===== config.mk =====
export PLATFORM = sky130hd
export DESIGN_NAME = ddr_cmd_responder
export DESIGN_NICKNAME = d
export VERILOG_FILES = /design/src/rtl/ddr_pkg.sv /design/src/rtl/ddr_bank_tracker.sv /design/src/rtl/ddr_cmd_responder.sv
export SDC_FILE = /design/constraint.sdc
export NUM_CORES = 1
export LEC_CHECK = 0
export ABC_AREA = 1
export CORE_ASPECT_RATIO = 0.8
export CORE_MARGIN = 5
export CORE_UTILIZATION = 50
export CTS_BUF_LIST = sky130_fd_sc_hd__clkbuf_16
export DETAILED_ROUTE_END_ITERATION = 16
export PLACE_DENSITY = 0.87
export REMOVE_ABC_BUFFERS = 1
export SLEW_MARGIN = 20
export SYNTH_ARGS = -nofsm -noshare
export SYNTH_HDL_FRONTEND = slang
export SYNTH_HIERARCHICAL = 1
export SYNTH_SLANG_ARGS = --single-unit

===== constraint.sdc =====
create_clock -name clk133 -period 2.2 [get_ports clk133]
set_input_delay 0.44 -clock clk133 [delete_from_list [all_inputs] [get_ports clk133]]
set_output_delay 0.44 -clock clk133 [all_outputs]
set_load 0.01 [all_outputs]

===== src/rtl/ddr_pkg.sv =====
// ddr_pkg: shared command/state encodings, error codes, timing limits and mode decode for the DDR command responder
package ddr_pkg;
  localparam int T_RP  = 3;
  localparam int T_MRD = 2;
  localparam int T_RFC = 11;
  localparam int T_RCD = 3;
  typedef enum logic [2:0] {
    CMD_LMR = 3'b000,
    CMD_REF = 3'b001,
    CMD_PRE = 3'b010,
    CMD_ACT = 3'b011,
    CMD_WR  = 3'b100,
    CMD_RD  = 3'b101,
    CMD_BST = 3'b110,
    CMD_NOP = 3'b111
  } cmd_e;
  typedef enum logic [3:0] {
    S_WAIT_CKE, S_PRE1, S_EMR, S_MR1, S_PRE2, S_REF1, S_REF2, S_MR2, S_READY
  } init_e;
  localparam logic [2:0] E_NONE     = 3'd0;
  localparam logic [2:0] E_PRE_INIT = 3'd1;
  localparam logic [2:0] E_SEQ      = 3'd2;
  localparam logic [2:0] E_TIMING   = 3'd3;
  localparam logic [2:0] E_CLOSED   = 3'd4;
  localparam logic [2:0] E_REOPEN   = 3'd5;
  localparam logic [2:0] E_MODE     = 3'd6;
  typedef struct packed {
    logic       v;
    logic [1:0] ba;
    logic [9:0] col;
  } rd_ent_t;
  function automatic logic [1:0] cl_dec(input logic [2:0] c);
    return c == 3'b010 ? 2'd2 : c == 3'b011 ? 2'd3 : 2'd0;
  endfunction
  function automatic logic [3:0] bl_dec(input logic [2:0] c);
    return c == 3'b001 ? 4'd2 : c == 3'b010 ? 4'd4 : c == 3'b011 ? 4'd8 : 4'd0;
  endfunction
  function automatic logic [15:0] beat(input logic [1:0] ba, input logic [9:0] col);
    return {ba, 4'b0000, col};
  endfunction
endpackage


===== src/rtl/ddr_bank_tracker.sv =====
// ddr_bank_tracker: per-bank open flags and ACTIVE->READ/WRITE (T_RCD) holdoff counters
//  ports: clk133/rst_n clock and async active-low reset; act/pre/pre_all/ba accepted bank commands;
//         open_mask bank-open flags; rcd_busy banks still inside T_RCD.
//  DDR_RESP_CHECK_EN: when undefined the T_RCD counters are absent and rcd_busy is tied low.
module ddr_bank_tracker
  import ddr_pkg::*;
(
  input  logic       clk133,
  input  logic       rst_n,
  input  logic       act,
  input  logic       pre,
  input  logic       pre_all,
  input  logic [1:0] ba,
  output logic [3:0] open_mask,
  output logic [3:0] rcd_busy
);
  always_ff @(posedge clk133 or negedge rst_n)
    if (!rst_n) open_mask <= '0;
    else if (act) open_mask[ba] <= 1'b1;
    else if (pre) open_mask <= pre_all ? 4'b0000 : open_mask & ~(4'b0001 << ba);
`ifdef DDR_RESP_CHECK_EN
  logic [1:0] rcd [4];
  always_ff @(posedge clk133 or negedge rst_n)
    if (!rst_n) rcd <= '{default: '0};
    else for (int i = 0; i < 4; i++) rcd[i] <= act && ba == 2'(i) ? 2'(T_RCD - 1) : rcd[i] != 2'd0 ? rcd[i] - 2'd1 : rcd[i];
  assign rcd_busy = {rcd[3] != 2'd0, rcd[2] != 2'd0, rcd[1] != 2'd0, rcd[0] != 2'd0};
`else
  assign rcd_busy = 4'b0000;
`endif
endmodule


===== src/rtl/ddr_cmd_responder.sv =====
// ddr_cmd_responder: memory-side DDR command decoder with init tracking, mode registers, bank checks and patterned read data
//  ports: clk133, rst_n (async active-low); sd_CKE/CS/RAS/CAS/WE/BA/A controller command bus;
//         rd_data/rd_valid read beat pairs; init_done; mode_cl/mode_bl latched mode; err/err_code first error.
//  DDR_RESP_CHECK_EN: defined -> T_RP/T_MRD/T_RFC/T_RCD enforced (err_code 3); undefined -> no timing checks.
module ddr_cmd_responder
  import ddr_pkg::*;
(
  input  logic        clk133,
  input  logic        rst_n,
  input  logic        sd_CKE,
  input  logic        sd_CS,
  input  logic        sd_RAS,
  input  logic        sd_CAS,
  input  logic        sd_WE,
  input  logic [1:0]  sd_BA,
  input  logic [12:0] sd_A,
  output logic [31:0] rd_data,
  output logic        rd_valid,
  output logic        init_done,
  output logic [1:0]  mode_cl,
  output logic [3:0]  mode_bl,
  output logic        err,
  output logic [2:0]  err_code
);
  cmd_e       cmd;
  init_e      st, nxt;
  logic       nop, lmr0, pre_all, bank_open, seq_ok, t_busy;
  logic       act_ok, pre_ok, rd_ok, wr_ok, mode_ld;
  logic [2:0] e;
  logic [1:0] cl_new;
  logic [3:0] bl_new, open_mask, rcd_busy;
  rd_ent_t    pipe [3];
  rd_ent_t    ent;
  logic [1:0] b_ba;
  logic [9:0] b_col;
  logic [2:0] b_left;
  assign cmd       = sd_CS ? CMD_NOP : cmd_e'({sd_RAS, sd_CAS, sd_WE});
  assign nop       = cmd == CMD_NOP;
  assign lmr0      = cmd == CMD_LMR && sd_BA == 2'd0;
  assign pre_all   = cmd == CMD_PRE && sd_A[10];
  assign bank_open = open_mask[sd_BA];
  assign cl_new    = cl_dec(sd_A[6:4]);
  assign bl_new    = bl_dec(sd_A[2:0]);
  assign ent       = '{v: 1'b1, ba: sd_BA, col: sd_A[9:0]};
  assign seq_ok = (st == S_PRE1 || st == S_PRE2) ? pre_all :
                  st == S_EMR ? cmd == CMD_LMR && sd_BA == 2'd1 && sd_A == 13'd0 :
                  (st == S_MR1 || st == S_MR2) ? lmr0 :
                  (st == S_REF1 || st == S_REF2) ? cmd == CMD_REF : 1'b0;
  always_comb begin
    e = E_NONE;
    nxt = st;
    act_ok = 1'b0;
    pre_ok = 1'b0;
    rd_ok = 1'b0;
    wr_ok = 1'b0;
    mode_ld = 1'b0;
    if (!nop && !sd_CKE) e = E_PRE_INIT;
    else if (st == S_WAIT_CKE) begin
      nxt = sd_CKE ? S_PRE1 : S_WAIT_CKE;
      e = nop ? E_NONE : E_SEQ;
    end else if (!nop && st != S_READY) begin
      nxt = seq_ok ? init_e'(st + 4'd1) : st;
      e = seq_ok ? E_NONE : E_SEQ;
      mode_ld = seq_ok && lmr0;
    end else if (!nop) begin
      act_ok = cmd == CMD_ACT && !bank_open;
      pre_ok = cmd == CMD_PRE;
      rd_ok = cmd == CMD_RD && bank_open;
      wr_ok = cmd == CMD_WR && bank_open;
      mode_ld = lmr0;
      e = cmd == CMD_ACT && bank_open ? E_REOPEN :
          (cmd == CMD_RD || cmd == CMD_WR) && !bank_open ? E_CLOSED :
          (cmd == CMD_RD || cmd == CMD_WR) && rcd_busy[sd_BA] ? E_TIMING : E_NONE;
    end
    if (mode_ld && (cl_new == 2'd0 || bl_new == 4'd0) && e == E_NONE) e = E_MODE;
    if (!nop && sd_CKE && t_busy && e == E_NONE) e = E_TIMING;
  end
  ddr_bank_tracker u_banks (
    .clk133   (clk133),
    .rst_n    (rst_n),
    .act      (act_ok),
    .pre      (pre_ok),
    .pre_all  (sd_A[10]),
    .ba       (sd_BA),
    .open_mask(open_mask),
    .rcd_busy (rcd_busy)
  );
`ifdef DDR_RESP_CHECK_EN
  logic [3:0] tmr, tdec;
  assign tdec = tmr != 4'd0 ? tmr - 4'd1 : tmr;
  always_ff @(posedge clk133 or negedge rst_n)
    if (!rst_n) tmr <= '0;
    else tmr <= nop || !sd_CKE ? tdec : cmd == CMD_PRE ? 4'(T_RP - 1) :
                cmd == CMD_LMR ? 4'(T_MRD - 1) : cmd == CMD_REF ? 4'(T_RFC - 1) : tdec;
  assign t_busy = tmr != 4'd0;
`else
  assign t_busy = 1'b0;
`endif
  // Reads enter the latency pipe at slot CL-1 and launch from slot 0, so a newer read
  // launching later overrides whatever burst is still running.
  always_ff @(posedge clk133 or negedge rst_n)
    if (!rst_n) begin
      st <= S_WAIT_CKE;
      init_done <= 1'b0;
      mode_cl <= '0;
      mode_bl <= '0;
      err <= 1'b0;
      err_code <= '0;
      pipe <= '{default: '0};
      rd_valid <= 1'b0;
      rd_data <= '0;
      b_ba <= '0;
      b_col <= '0;
      b_left <= '0;
    end else begin
      st <= nxt;
      if (nxt == S_READY) init_done <= 1'b1;
      if (!err && e != E_NONE) begin
        err <= 1'b1;
        err_code <= e;
      end
      if (mode_ld && cl_new != 2'd0) mode_cl <= cl_new;
      if (mode_ld && bl_new != 4'd0) mode_bl <= bl_new;
      pipe[0] <= pipe[1];
      pipe[1] <= pipe[2];
      pipe[2] <= '0;
      if (rd_ok && mode_cl == 2'd3) pipe[2] <= ent;
      else if (rd_ok) pipe[1] <= ent;
      if (pipe[0].v) begin
        rd_valid <= 1'b1;
        rd_data <= {beat(pipe[0].ba, pipe[0].col), beat(pipe[0].ba, pipe[0].col + 10'd1)};
        b_ba <= pipe[0].ba;
        b_col <= pipe[0].col + 10'd2;
        b_left <= mode_bl[3:1] - 3'd1;
      end else if (b_left != 3'd0) begin
        rd_valid <= 1'b1;
        rd_data <= {beat(b_ba, b_col), beat(b_ba, b_col + 10'd1)};
        b_col <= b_col + 10'd2;
        b_left <= b_left - 3'd1;
      end else rd_valid <= 1'b0;
      if (wr_ok) begin
        pipe <= '{default: '0};
        rd_valid <= 1'b0;
        b_left <= '0;
      end
    end
endmodule


==> summary by stage, run 1 <==
Status
The flow ran to the end, and the final reports show no timing, DRC or antenna violations.

Setup path
The worst register-to-register path begins at st[0]$_DFF_PN0_. The largest single stage delay on the critical path is roughly 0.43 ns. Walking the worst path, the cells encountered are inv_2 -> ha_1 -> nand2_1 -> nor2_4 -> inv_1 -> nand2_1 -> nand4_4 -> nor3_4 -> buf_4 -> inv_1 -> nor2_1. The worst setup slack for register-to-register paths is just over 0.04 ns. At the worst endpoint, the required time is roughly 2.5 ns. The endpoint type of the worst setup path is a flop.

The worst setup path is of the reg -> reg kind. The worst setup path is launched from a flop. The startpoint of the worst setup timing path is st[0]$_DFF_PN0_. The data arrival time of the critical path is 2.42 ns. The largest fanout of any net on the critical path is 12. The critical path's slowest cell is sky130_fd_sc_hd__dfrtp_1.

Power and ir drop
The internal portion of total power is between 3 and 4 mW. The net switching power is 2.13 mW. In this run, flip-flops and latches consume a little under two fifths of the power. The maximum ir drop on the vdd rail is 0.578 mV. Of the total power, the share spent switching nets is 35.3%. Power spread over the standard cell area amounts to 986 nW/um^2. Combinational logic burns between 30% and 40% of the power. Per report_power, the clock group accounts for between 20% and 30% of the total.

The leakage power is 3.28 nW.

STA
The setup skew after layout is 0.00949 ns. The count of final hold-check violations is 0. The time the final worst path needs with I/O delays and setup is ~2.2 ns.

The final-report setup violation count is 0. After layout, the worst setup slack is roughly 0.042 ns. The count of final max-slew check failures was 0. The final worst-path cycle share is 98.1%. The worst hold slack across all endpoints is 0.0288 ns.

Setup repair after global routing could not meet its margin everywhere. Static timing analysis puts the maximum clock frequency at 463 MHz.

Floorplan
The die is 120 um wide. 66 I/O pins were placed. The floorplan has 32 rows. The initial utilization of the core area, before any placement, comes to 50.7%.

The die covers roughly 12,000 sq um. The floorplan step set the die height to 98.1 um. The area of the core is about 9600 sq um.

Logic synthesis
Of the post-synthesis cell area, the dominant cell type holds between 40% and 50%. The number of enable-type register cells in the synthesized netlist is 0. After synthesis the cells add up to 4850 sq um. In the synthesized netlist, the cells that appear most often are sky130_fd_sc_hd__nand2_1 (163), sky130_fd_sc_hd__dfrtp_1 (95), sky130_fd_sc_hd__inv_1 (87). The sequential share of the synthesized area is roughly half. In this run, synthesis produced a sequential element count of between 90 and 100. By area the synthesized netlist is led by sky130_fd_sc_hd__dfrtp_1 (49%), sky130_fd_sc_hd__nand2_1 (13%), sky130_fd_sc_hd__inv_1 (6.7%).

For this run, the number of Yosys warnings is 6. The mean instance size in the synthesized netlist is approximately 8.1 sq um. The cell accounting for the most synthesized area is sky130_fd_sc_hd__dfrtp_1. The library cell with the highest instance count after synthesis is sky130_fd_sc_hd__nand2_1. The number of different library cells used by synthesis comes to 45.

The fraction of registers with async set or reset after synthesis is 100%. Synthesis handed over a netlist of between 600 and 700 instances. The most used flip-flop cell after synthesis is sky130_fd_sc_hd__dfrtp_1.

Clock network
In this run, post-CTS hold repair placed 0 buffers. The number of H-tree levels is 3. TritonCTS built the clock tree. The root cell of the clock tree is sky130_fd_sc_hd__clkbuf_16.

Clock tree synthesis found a total of 95 sinks. Clock-pin slew was measured on the worst setup and hold paths at 0.07 ns. The largest buffer count on any clock path is 2. The total CTS buffers is 9. The clock latency on the worst-skew pair is 0.34 ns.

Global routing
The initial antenna violation count came to 0. The overflow left after global routing is 0. The via count of the first global-routing pass was approximately 4.2k. Entering global routing, the biggest net connects 45 pins.

The global-route wire length before repair is 18.6 mm. Global routing used a little under 20% of the available tracks.

Final layout
The layout overhead on the synthesized area is 26.2%. The diode insertion count for antenna repair is 0. After filler insertion, the fill cell instance count of the layout stands at between 700 and 800. For this run, the post-layout net count is 723. The share of post-route cells with drive strength above 1 is about 16%.

The count of cells in the finished layout, fillers not included, comes to between 800 and 900.

Place
Once placement completed, the tool counted placed cells totaling slightly below 800. The count of buffers added on input and output ports is between 50 and 60. The congestion estimate from routability-driven global placement came to approximately 0.95. Before CTS, the worst setup slack after placement is -0.301 ns. The HPWL after detailed placement is around 8.1 mm.

Routing
The via count normalized by instance count is 5.13. In the routed design, unresolved DRC markers number 0. After detailed routing, the average wire length per cell comes to around 14 um.

The routed layout has 4,192 vias. The number of design-rule violations left by the first detailed-router iteration is between 300 and 400. The detail route stage leaves a number of antenna-violating nets equal to 0. The first detailed-routing pass took 5 iterations. The routed wire length is between 10 and 15 mm.

Run
The tool flagged a number of max-cap violations equal to 0.

Worst hold path
The worst hold path belongs to the class in -> async.
==> cells in the final DEF (no fill, tap or decap), drive strengths merged, types with 6 or more instances in the layout <==
| master | count |
|---|---|
| clkbuf | 9 |
| conb | 13 |
| a21oi | 6 |
| nand2 | 168 |
| o21ai | 30 |
| dfrtp | 95 |
| nor2 | 85 |
| buf | 43 |
| clkdlybuf4s50 | 52 |
| nand3 | 27 |
| or2 | 7 |
| ha | 7 |
| inv | 101 |
| a211oi | 12 |
==> path summary, 6_finish.rpt <==
check | end | cells after the start
setup / recovery | pipe[2]$_DFF_PN0_ | 11
hold / removal | rd_data[23]$_DFFE_PN0N_ | 1
setup reg to reg | pipe[2]$_DFF_PN0_ | 11
hold reg to reg | pipe[28]$_DFF_PN0_ | 2
max in group asynchronous | st[0]$_DFF_PN0_ | 2
min in group clk133 | pipe[28]$_DFF_PN0_ | 2
==> critical path, delay by kind of cell, from the launching register on <==
family	cells	cell delay, ns
DFF	1	0.43
and+or+nand+nor	6	0.96
adders and majority gates	1	0.19
buffers and inverters	4	0.50
==> final cells by class <==
class                           count  area, sq um  share of cell area [%]
Multi-Input combinational cell    391         2020                    33.0
Tap cell                          119          149                    2.43
Timing Repair Buffer               98          906                    14.8
Sequential cell                    95         2380                    38.9
Clock inverter                      6         70.1                    1.14
Inverter                           99          374                    6.11
Clock buffer                        9          225                    3.68
==> registers in the layout, summed over array words and instances, names as in the netlist <==
name and flops:
pipe 39, st 4, b_col 10, mode_bl 3, rd_valid 1, b_ba 2
err_code 3, init_done 1, rd_data 22, err 1, b_left 3, u_banks/open_mask 4
mode_cl 2
==> per-layer routing <==
layer / vias to the layer above / GRT usage, % / wire (um)
li1: 2025 / - / -
met1: 2001 / 22.2 / 4350
met2: 147 / 34.5 / 5900
met3: 19 / 4.75 / 607
met4: 0 / 7.04 / 217
met5: - / 0 / 0
==> kinds of logic (layout without fill, tap and decap cells) <==
| logic type | after synthesis | after routing | synth area share [%] |
|---|---|---|---|
| muxes | 2 | 2 | 0.413 |
| AOI/OAI and AO/OA | 65 | 65 | 9.54 |
| DFF | 95 | 95 | 49.0 |
| xor gates and xnor gates | 2 | 2 | 0.361 |
| buffers and inverters | 127 | 212 | 11.9 |
| adders and majority gates | 7 | 7 | 1.81 |
| and+or+nand+nor | 301 | 302 | 26.8 |
| other | 2 | 13 | 0.155 |
==> stage by stage <==
step                power (mW)  instance area [sq um]  utilization (%)  setup TNS (ns)
floorplan                 3.49                   4690                -          -52.58
global placement          4.26                   5690             59.5           -3.32
detailed placement        4.37                   5690             59.5           -7.16
CTS                       5.95                   6010             62.8               0
global route              6.42                   6120             64.0          -0.718
finish                    6.04                   6120             64.0               0
==> power by group through the flow <==
| stage | registers, mW | logic, mW | clock network (mW) |
|---|---|---|---|
| detailed placement | 2.29 | 2.08 | 0 |
| global route | 2.29 | 2.46 | 1.66 |
| CTS | 2.26 | 2.11 | 1.57 |
| global placement | 2.26 | 2.00 | 0 |
| floorplan | 2.34 | 1.15 | 0 |
| finish | 2.26 | 2.22 | 1.56 |
==> repair_timing <==
action | 4_1_cts | 5_1_grt
gates cloned | 0 | 1
resized for setup | 4 | 17
hold endpoints to repair | 0 | 0
endpoints found under the setup margin | 14 | 31
setup buffers | 2 | 5
pin swaps | 1 | 4
Note: power is estimated with default switching activity, not from simulation.
==> run 2: changes to the inputs <==
--- a/config.mk
+++ b/config.mk
@@ -12,6 +12,7 @@
 export CTS_BUF_LIST = sky130_fd_sc_hd__clkbuf_16
 export DETAILED_ROUTE_END_ITERATION = 16
 export PLACE_DENSITY = 0.87
+export RECOVER_POWER = 50
 export REMOVE_ABC_BUFFERS = 1
 export SLEW_MARGIN = 20
 export SYNTH_ARGS = -nofsm -noshare
==> run 2 against run 1 <==
Compared with the run above: the run now ends with max-capacitance violations, max-slew violations left; critical path depth stayed put; sequential share of layout area increased by 0.072 points; routed wire length grew 0.32%; clock power is essentially flat; largest cell class unchanged.
==> summary by stage, run 2 (same netlist as run 1, synthesis figures left out) <==
Floorplan
The area of the core is 9570 sq um (unchanged). The number of primary I/O pins is 66 (unchanged). The overall die height was 98.1 um (unchanged).

The floorplan die width is 120 um (unchanged). The count of standard-cell rows is 32 (unchanged). The initial standard-cell utilization of the core was 50.7% (unchanged).

The die outline area came to 11,800 sq um (unchanged).

Final layout
From synthesis to final layout, the design area changed by 25.9%. The sequential cell area was 2380 sq um (unchanged). The most common library cell in the layout ignoring fill and taps is sky130_fd_sc_hd__nand2_1.

The diode insertion count for antenna repair was 0 (unchanged). The post-layout instance count excluding filler cells is 817 (unchanged). The largest registers in the layout are pipe x39, rd_data x22, b_col x10.

The area of the multi-input gates came to 2020 sq um (unchanged). The final-stage net count is 723 (unchanged). The flip-flop count of the largest register after layout is 39 (unchanged). The register with the most flip-flops is pipe. The number of inserted filler cells in the final layout is 780 (+0.78%). Leaving out fill and tap cells, the most frequent cells in the layout are sky130_fd_sc_hd__nand2_1 (163), sky130_fd_sc_hd__dfrtp_1 (94), sky130_fd_sc_hd__inv_1 (85), sky130_fd_sc_hd__nor2_1 (76), sky130_fd_sc_hd__clkdlybuf4s50_1 (42). The core utilization of the finished layout is 63.8% (-0.12 points). The final instance area is 6110 sq um (-0.18%). The share of post-route cells with drive strength above 1 is 15.8% (-0.43 points).

Status
The run finished, with violations left. The final reports fail on max-capacitance violations, max-slew violations.

STA
The final setup TNS was 0 ns (unchanged). The final worst-path cycle share is 98.2% (about the same). Setup repair after global routing could not meet its margin everywhere. The minimum setup slack in the final design is 0.0394 ns (-0.00209 ns). The slew of the pin with the lowest slew margin is between 1.5 and 2 ns.

The count of final max-slew check failures is 34 (+34). The worst slew margin relative to its limit is -19.4%. The top achievable clock speed came to 463 MHz (about the same). The count of final hold-check violations was 0 (unchanged). The setup skew after layout is 0.00805 ns (-0.00145 ns). The worst hold slack across all endpoints came to 0.432 ns (+0.403 ns).

The final-report setup violation count was 0 (unchanged). The time the final worst path needs with I/O delays and setup is 2.16 ns (+0.00209 ns).

Routing
The routed wire length is 11.1 mm (+0.32%). The count of vias placed by the detailed router is 4,187 (-0.12%). The final antenna-violating net count is 0 (unchanged). The remaining design rule violation count was 0 (unchanged). The via count normalized by instance count came to 5.12 (-0.12%). The per-cell routed wire length was 13.6 um (+0.32%). The length of the first detailed-routing pass in iterations is 5 (unchanged).

The number of design-rule violations left by the first detailed-router iteration came to 310 (-1.6%).

Global routing
The overflow left after global routing was 0 (unchanged). The global-route wire length before repair came to 18.6 mm (unchanged). The total routing usage reported by global routing is 19.2% (unchanged). The via count of the first global-routing pass was 4,187 (unchanged). The pin count of the biggest net entering global routing is 45 (unchanged). The initial antenna violation count is 0 (unchanged).

Clock network
The clock latency on the worst-skew pair is 0.34 ns (about the same). The largest buffer count on any clock path is 2 (unchanged). The clock slew at the register clock pins of the worst setup and hold paths is 0.07 ns (about the same). The number of H-tree levels is 3 (unchanged).

The total CTS buffers is 9 (unchanged). The root cell of the clock tree is sky130_fd_sc_hd__clkbuf_16. The clock net sink count is 95 (unchanged). The TritonCTS clock tree is yes.

Run
The number of max-capacitance violations reported came to 1 (+1).

Setup path
The required time of the worst setup path came to 2.46 ns (about the same). The worst setup slack for register-to-register paths came to 0.04 ns (about the same). The data arrival time of the critical path is 2.42 ns (about the same). The number of cell instances on the worst register-to-register path is 11 (unchanged). The endpoint type of the worst setup path is a flop.

The critical path in this run is classified as reg -> reg. The worst setup path is launched from a flop. The largest fanout of any net on the critical path is 12 (unchanged).

Power and ir drop
The total power draw is 6.00 mW (-0.67%). The leakage power is 3.28 nW (-0.14%). The maximum ir drop on the vdd rail is 0.579 mV (about the same). The power density relative to cell area is 982 nW/um^2 (-0.49%).

Worst hold path
The cell depth of the worst hold path is 2. The type of the worst min-delay path is reg -> reg.

Place
The post-place setup slack is -0.301 ns (unchanged). The global placer's final weighted congestion is 0.954 (unchanged). The number of instances in the placed design is 794 (unchanged). The count of buffers from port buffering is 56 (unchanged). The HPWL after detailed placement came to 8.10 mm (unchanged). The placement-stage cell area is 5690 sq um (unchanged).
[run 2: cell count changes in the layout (fill, tap and decap cells not counted)]
cell / change
sky130_fd_sc_hd__clkbuf_1: +3
sky130_fd_sc_hd__dlygate4sd3_1: +10
sky130_fd_sc_hd__buf_4: -5
sky130_fd_sc_hd__clkdlybuf4s50_1: -10
sky130_fd_sc_hd__clkbuf_4: +2
[run 2: where the power goes]
group | leakage, nW | switching [mW] | internal, mW | total [mW]
logic | 1.90 | 1.27 | 0.917 | 2.18
registers | 1.23 | 0.185 | 2.08 | 2.26
clock network | 0.146 | 0.667 | 0.884 | 1.55
total | 3.28 | 2.12 | 3.88 | 6.00
[run 2: worst max-delay path, stage by stage (launching register included)]
cell and delay (ns):
sky130_fd_sc_hd__dfrtp_1 0.43, sky130_fd_sc_hd__inv_2 0.13, sky130_fd_sc_hd__ha_1 0.19, sky130_fd_sc_hd__nand2_1 0.11, sky130_fd_sc_hd__nor2_4 0.12, sky130_fd_sc_hd__inv_1 0.05, sky130_fd_sc_hd__nand2_1 0.13, sky130_fd_sc_hd__nand4_4 0.19
sky130_fd_sc_hd__nor3_4 0.24, sky130_fd_sc_hd__buf_4 0.14, sky130_fd_sc_hd__inv_1 0.18, sky130_fd_sc_hd__nor2_1 0.18
[run 2: layout make-up]
class | instances | area share, %
timing repair buffer | 98 | 14.6
inverter | 99 | 6.12
sequential | 95 | 38.9
clock buffer | 9 | 3.69
multi-input combinational | 391 | 33.0
tap | 119 | 2.44
clock inverter | 6 | 1.15
[run 2: what timing repair did]
action / 4_1_cts / 5_1_grt
hold buffers: 0 / 0
gates cloned: 0 / 1
pin swaps: 1 / 4
gates resized for setup: 4 / 17
endpoints found under the setup margin: 14 / 31
buffers inserted: 2 / 5
[run 2: layer usage]
layer / track usage, % / vias to the layer above / wire length [um]
li1: - / 2024 / -
met1: 22.2 / 2001 / 4380
met2: 34.5 / 139 / 5850
met3: 4.75 / 23 / 633
met4: 7.04 / 0 / 234
met5: 0 / - / 0
[run 2: worst paths after layout]
check	start	to
max	st[0]$_DFF_PN0_	pipe[2]$_DFF_PN0_
min	pipe[15]$_DFF_PN0_	pipe[28]$_DFF_PN0_
max reg2reg	st[0]$_DFF_PN0_	pipe[2]$_DFF_PN0_
min reg2reg	pipe[15]$_DFF_PN0_	pipe[28]$_DFF_PN0_
max in group asynchronous	rst_n	st[0]$_DFF_PN0_
min in group asynchronous	rst_n	rd_data[23]$_DFFE_PN0N_
==> run 3: changes to the inputs <==
--- a/config.mk
+++ b/config.mk
@@ -19,3 +19,4 @@
 export SYNTH_HDL_FRONTEND = slang
 export SYNTH_HIERARCHICAL = 1
 export SYNTH_SLANG_ARGS = --single-unit
+export TNS_END_PERCENT = 50
==> run 3 against run 2 <==
Compared with the run above: the flow still finishes with violations (max-capacitance violations, max-slew violations); total power is 0.25% higher; count of clock-buffer cells in the layout stayed put; clock power hardly changed; combinational power hardly changed; worst hold slack worse by 0.00058 ns; global-route usage stayed put; sequential share of layout area stayed put; non-clock buffer count stayed put; first-iteration DRC count is 7.1% higher; critical path depth stayed put; highest routed layer unchanged.
==> summary by stage, run 3 (same netlist as run 1, synthesis figures left out) <==
Floorplan
The overall die height is 98.1 um (unchanged). The initial standard-cell utilization of the core is 50.7% (unchanged). The floorplan die width is 120 um (unchanged).

The die outline area was 11,800 sq um (unchanged). The area of the core came to 9570 sq um (unchanged). The number of primary I/O pins is 66 (unchanged). The count of standard-cell rows is 32 (unchanged).

Clock network
The root cell of the clock tree is sky130_fd_sc_hd__clkbuf_16. The cts-stage hold buffer count came to 0 (unchanged). The largest buffer count on any clock path is 2 (unchanged).

The total CTS buffers is 9 (unchanged). The clock slew at the register clock pins of the worst setup and hold paths came to 0.07 ns (about the same). The clock latency on the worst-skew pair was 0.35 ns (about the same).

TritonCTS built the clock tree. The number of H-tree levels is 3 (unchanged). The clock net sink count came to 95 (unchanged).

Power and ir drop
The part of the total power dissipated in the clock network is 25.9% (about the same). The net switching power is 2.13 mW (+0.52%). The internal portion of total power is 3.88 mW (+0.10%). The switching share of power is 35.4% (+0.094 points). The sequential share of power was 37.6% (about the same).

The power share of the combinational group is 36.5% (about the same). The maximum ir drop on the vdd rail is 0.579 mV (about the same). The total power draw came to 6.01 mW (+0.25%). The leakage power is 3.27 nW (-0.23%). The power density relative to cell area is 984 nW/um^2 (+0.25%).

Final layout
The top cell types in the final layout, fill and taps aside, are sky130_fd_sc_hd__nand2_1 (162), sky130_fd_sc_hd__dfrtp_1 (94), sky130_fd_sc_hd__inv_1 (85), sky130_fd_sc_hd__nor2_1 (76), sky130_fd_sc_hd__clkdlybuf4s50_1 (45). The layout overhead on the synthesized area is 25.9% (unchanged). The final-stage net count came to 723 (unchanged). The number of inserted filler cells in the final layout is 780 (unchanged). The flip-flop count of the largest register after layout is 39 (unchanged).

The largest registers in the layout are pipe x39, rd_data x22, b_col x10. The register with the most flip-flops in the final layout is pipe. The final instance area is 6110 sq um (unchanged). The diode insertion count for antenna repair is 0 (unchanged). The most common library cell in the layout ignoring fill and taps is sky130_fd_sc_hd__nand2_1.

The share of post-route cells with drive strength above 1 is 15.9% (+0.14 points). The post-layout instance count excluding filler cells came to 817 (unchanged).

Setup path
The element type at the critical path start is a flop. The critical path goes through inv_2 -> ha_1 -> nand2_1 -> nor2_4 -> inv_1 -> nand2_1 -> nand4_4 -> nor3_4 -> buf_4 -> inv_1 -> nor2_1. The number of cell instances on the worst register-to-register path is 11 (unchanged). The largest fanout of any net on the critical path is 12 (unchanged).

The origin of the critical flop-to-flop path is st[0]$_DFF_PN0_. The critical path's slowest cell is sky130_fd_sc_hd__dfrtp_1. The worst setup slack for register-to-register paths is 0.04 ns (about the same). The worst register-to-register path ends at pipe[2]$_DFF_PN0_. The data arrival time of the critical path came to 2.42 ns (about the same). The type of the setup path with the least slack is reg -> reg. The worst stage delay on the critical path is 0.43 ns (about the same).

STA classifies the critical path endpoint as a flop. The required time of the worst setup path is 2.46 ns (about the same).

STA
The final-report setup violation count is 0 (unchanged). The slew of the pin with the lowest slew margin was 1.79 ns (-0.000205 ns). The top achievable clock speed is 462 MHz (about the same). The worst slew margin relative to its limit came to -19.4% (about the same).

The count of final hold-check violations was 0 (unchanged). The final worst-path cycle share is 98.3% (about the same). The worst hold slack across all endpoints came to 0.432 ns (-0.000579 ns).

The time the final worst path needs with I/O delays and setup is 2.16 ns (+0.00210 ns). The setup skew after layout is 0.00947 ns (+0.00142 ns). The count of final max-slew check failures was 34 (unchanged). Setup repair after global routing could not meet its margin everywhere.

Worst hold path
The worst hold endpoint is pipe[28]$_DFF_PN0_. The cell depth of the worst hold path is 2 (unchanged). The type of the worst min-delay path is reg -> reg. The startpoint identified for the worst hold timing path is pipe[15]$_DFF_PN0_.

Place
The number of instances in the placed design was 794 (unchanged). The HPWL after detailed placement was 8.10 mm (unchanged). The placement-stage cell area is 5690 sq um (unchanged). The count of buffers from port buffering is 56 (unchanged).

The global placer's final weighted congestion was 0.954 (unchanged).

Routing
The via count normalized by instance count is 5.14 (+0.36%). The number of design-rule violations left by the first detailed-router iteration is 332 (+7.1%). The length of the first detailed-routing pass in iterations is 5 (unchanged). The count of vias placed by the detailed router is 4,202 (+0.36%). The final antenna-violating net count came to 0 (unchanged). The per-cell routed wire length was 13.6 um (+0.38%).

The routed wire length is 11.1 mm (+0.38%). The remaining design rule violation count is 0 (unchanged).

Global routing
The initial antenna violation count was 0 (unchanged). The total routing usage reported by global routing is 19.2% (unchanged). The via count of the first global-routing pass is 4,187 (unchanged). The overflow left after global routing is 0 (unchanged). The global-route wire length before repair came to 18.6 mm (unchanged). The pin count of the biggest net entering global routing was 45 (unchanged).

Run
The number of max-capacitance violations reported is 1 (unchanged).

Status
The flow ran to the end, but the final reports show violations. The final reports fail on max-capacitance violations, max-slew violations.
[run 3: layout make-up]
class                      count  area, sq um  area share (%)
tap                          119          149            2.44
inverter                      99          374            6.12
multi-input combinational    391         2020            33.1
clock inverter                 6         70.1            1.15
clock buffer                   9          225            3.69
sequential                    95         2380            38.9
timing repair buffer          98          892            14.6
[run 3: per-layer routing]
metal | vias up | routed length (um) | GRT usage (%)
met2 | 144 | 5880 | 34.5
met4 | 0 | 238 | 7.04
li1 | 2024 | - | -
met3 | 22 | 620 | 4.75
met1 | 2012 | 4410 | 22.2
met5 | - | 0 | 0
[run 3: stage by stage]
step / utilization [%] / setup WS [ns] / TNS, ns
2_1_floorplan: - / -1.73 / -52.58
3_3_place_gp: 59.5 / -0.175 / -3.32
3_5_place_dp: 59.5 / -0.301 / -7.16
4_1_cts: 62.8 / 0.00264 / 0
5_1_grt: 63.8 / -0.0715 / -0.850
6_report: 63.8 / 0.0373 / 0
[run 3: worst max-delay path by stage]
stage,from,slack (ns),cells past startpoint,endpoint
3_3_place_gp,sd_BA[0],-0.18,9,pipe[21]$_DFF_PN0_
4_1_cts,pipe[38]$_DFF_PN0_,0.003,14,rd_data[9]$_DFFE_PN0N_
3_5_place_dp,sd_BA[0],-0.30,9,pipe[24]$_DFF_PN0_
6_report,st[0]$_DFF_PN0_,0.04,11,pipe[2]$_DFF_PN0_
2_1_floorplan,pipe[38]$_DFF_PN0_,-1.73,6,rd_data[9]$_DFFE_PN0N_
5_1_grt,st[0]$_DFF_PN0_,-0.07,11,pipe[0]$_DFF_PN0_
[run 3: power by group through the flow]
stage | clock [mW] | sequential, mW | combinational, mW
finish | 1.56 | 2.26 | 2.19
global route | 1.66 | 2.29 | 2.44
CTS | 1.57 | 2.26 | 2.11
detailed placement | 0 | 2.29 | 2.08
global placement | 0 | 2.26 | 2.00
floorplan | 0 | 2.34 | 1.15
[run 3: critical path, delay by kind of cell, from the launching register on]
family | cells | cell delay (ns)
simple gates | 6 | 0.95
buf+inv | 4 | 0.50
flops | 1 | 0.43
fa+ha+maj | 1 | 0.19
[run 3: what timing repair did]
item / 4_1_cts / 5_1_grt
buffers inserted: 2 / 5
endpoints found under the hold margin: 0 / 0
gates resized for setup: 4 / 17
setup endpoints to repair: 14 / 31
gates cloned: 0 / 1
pin swaps: 1 / 4
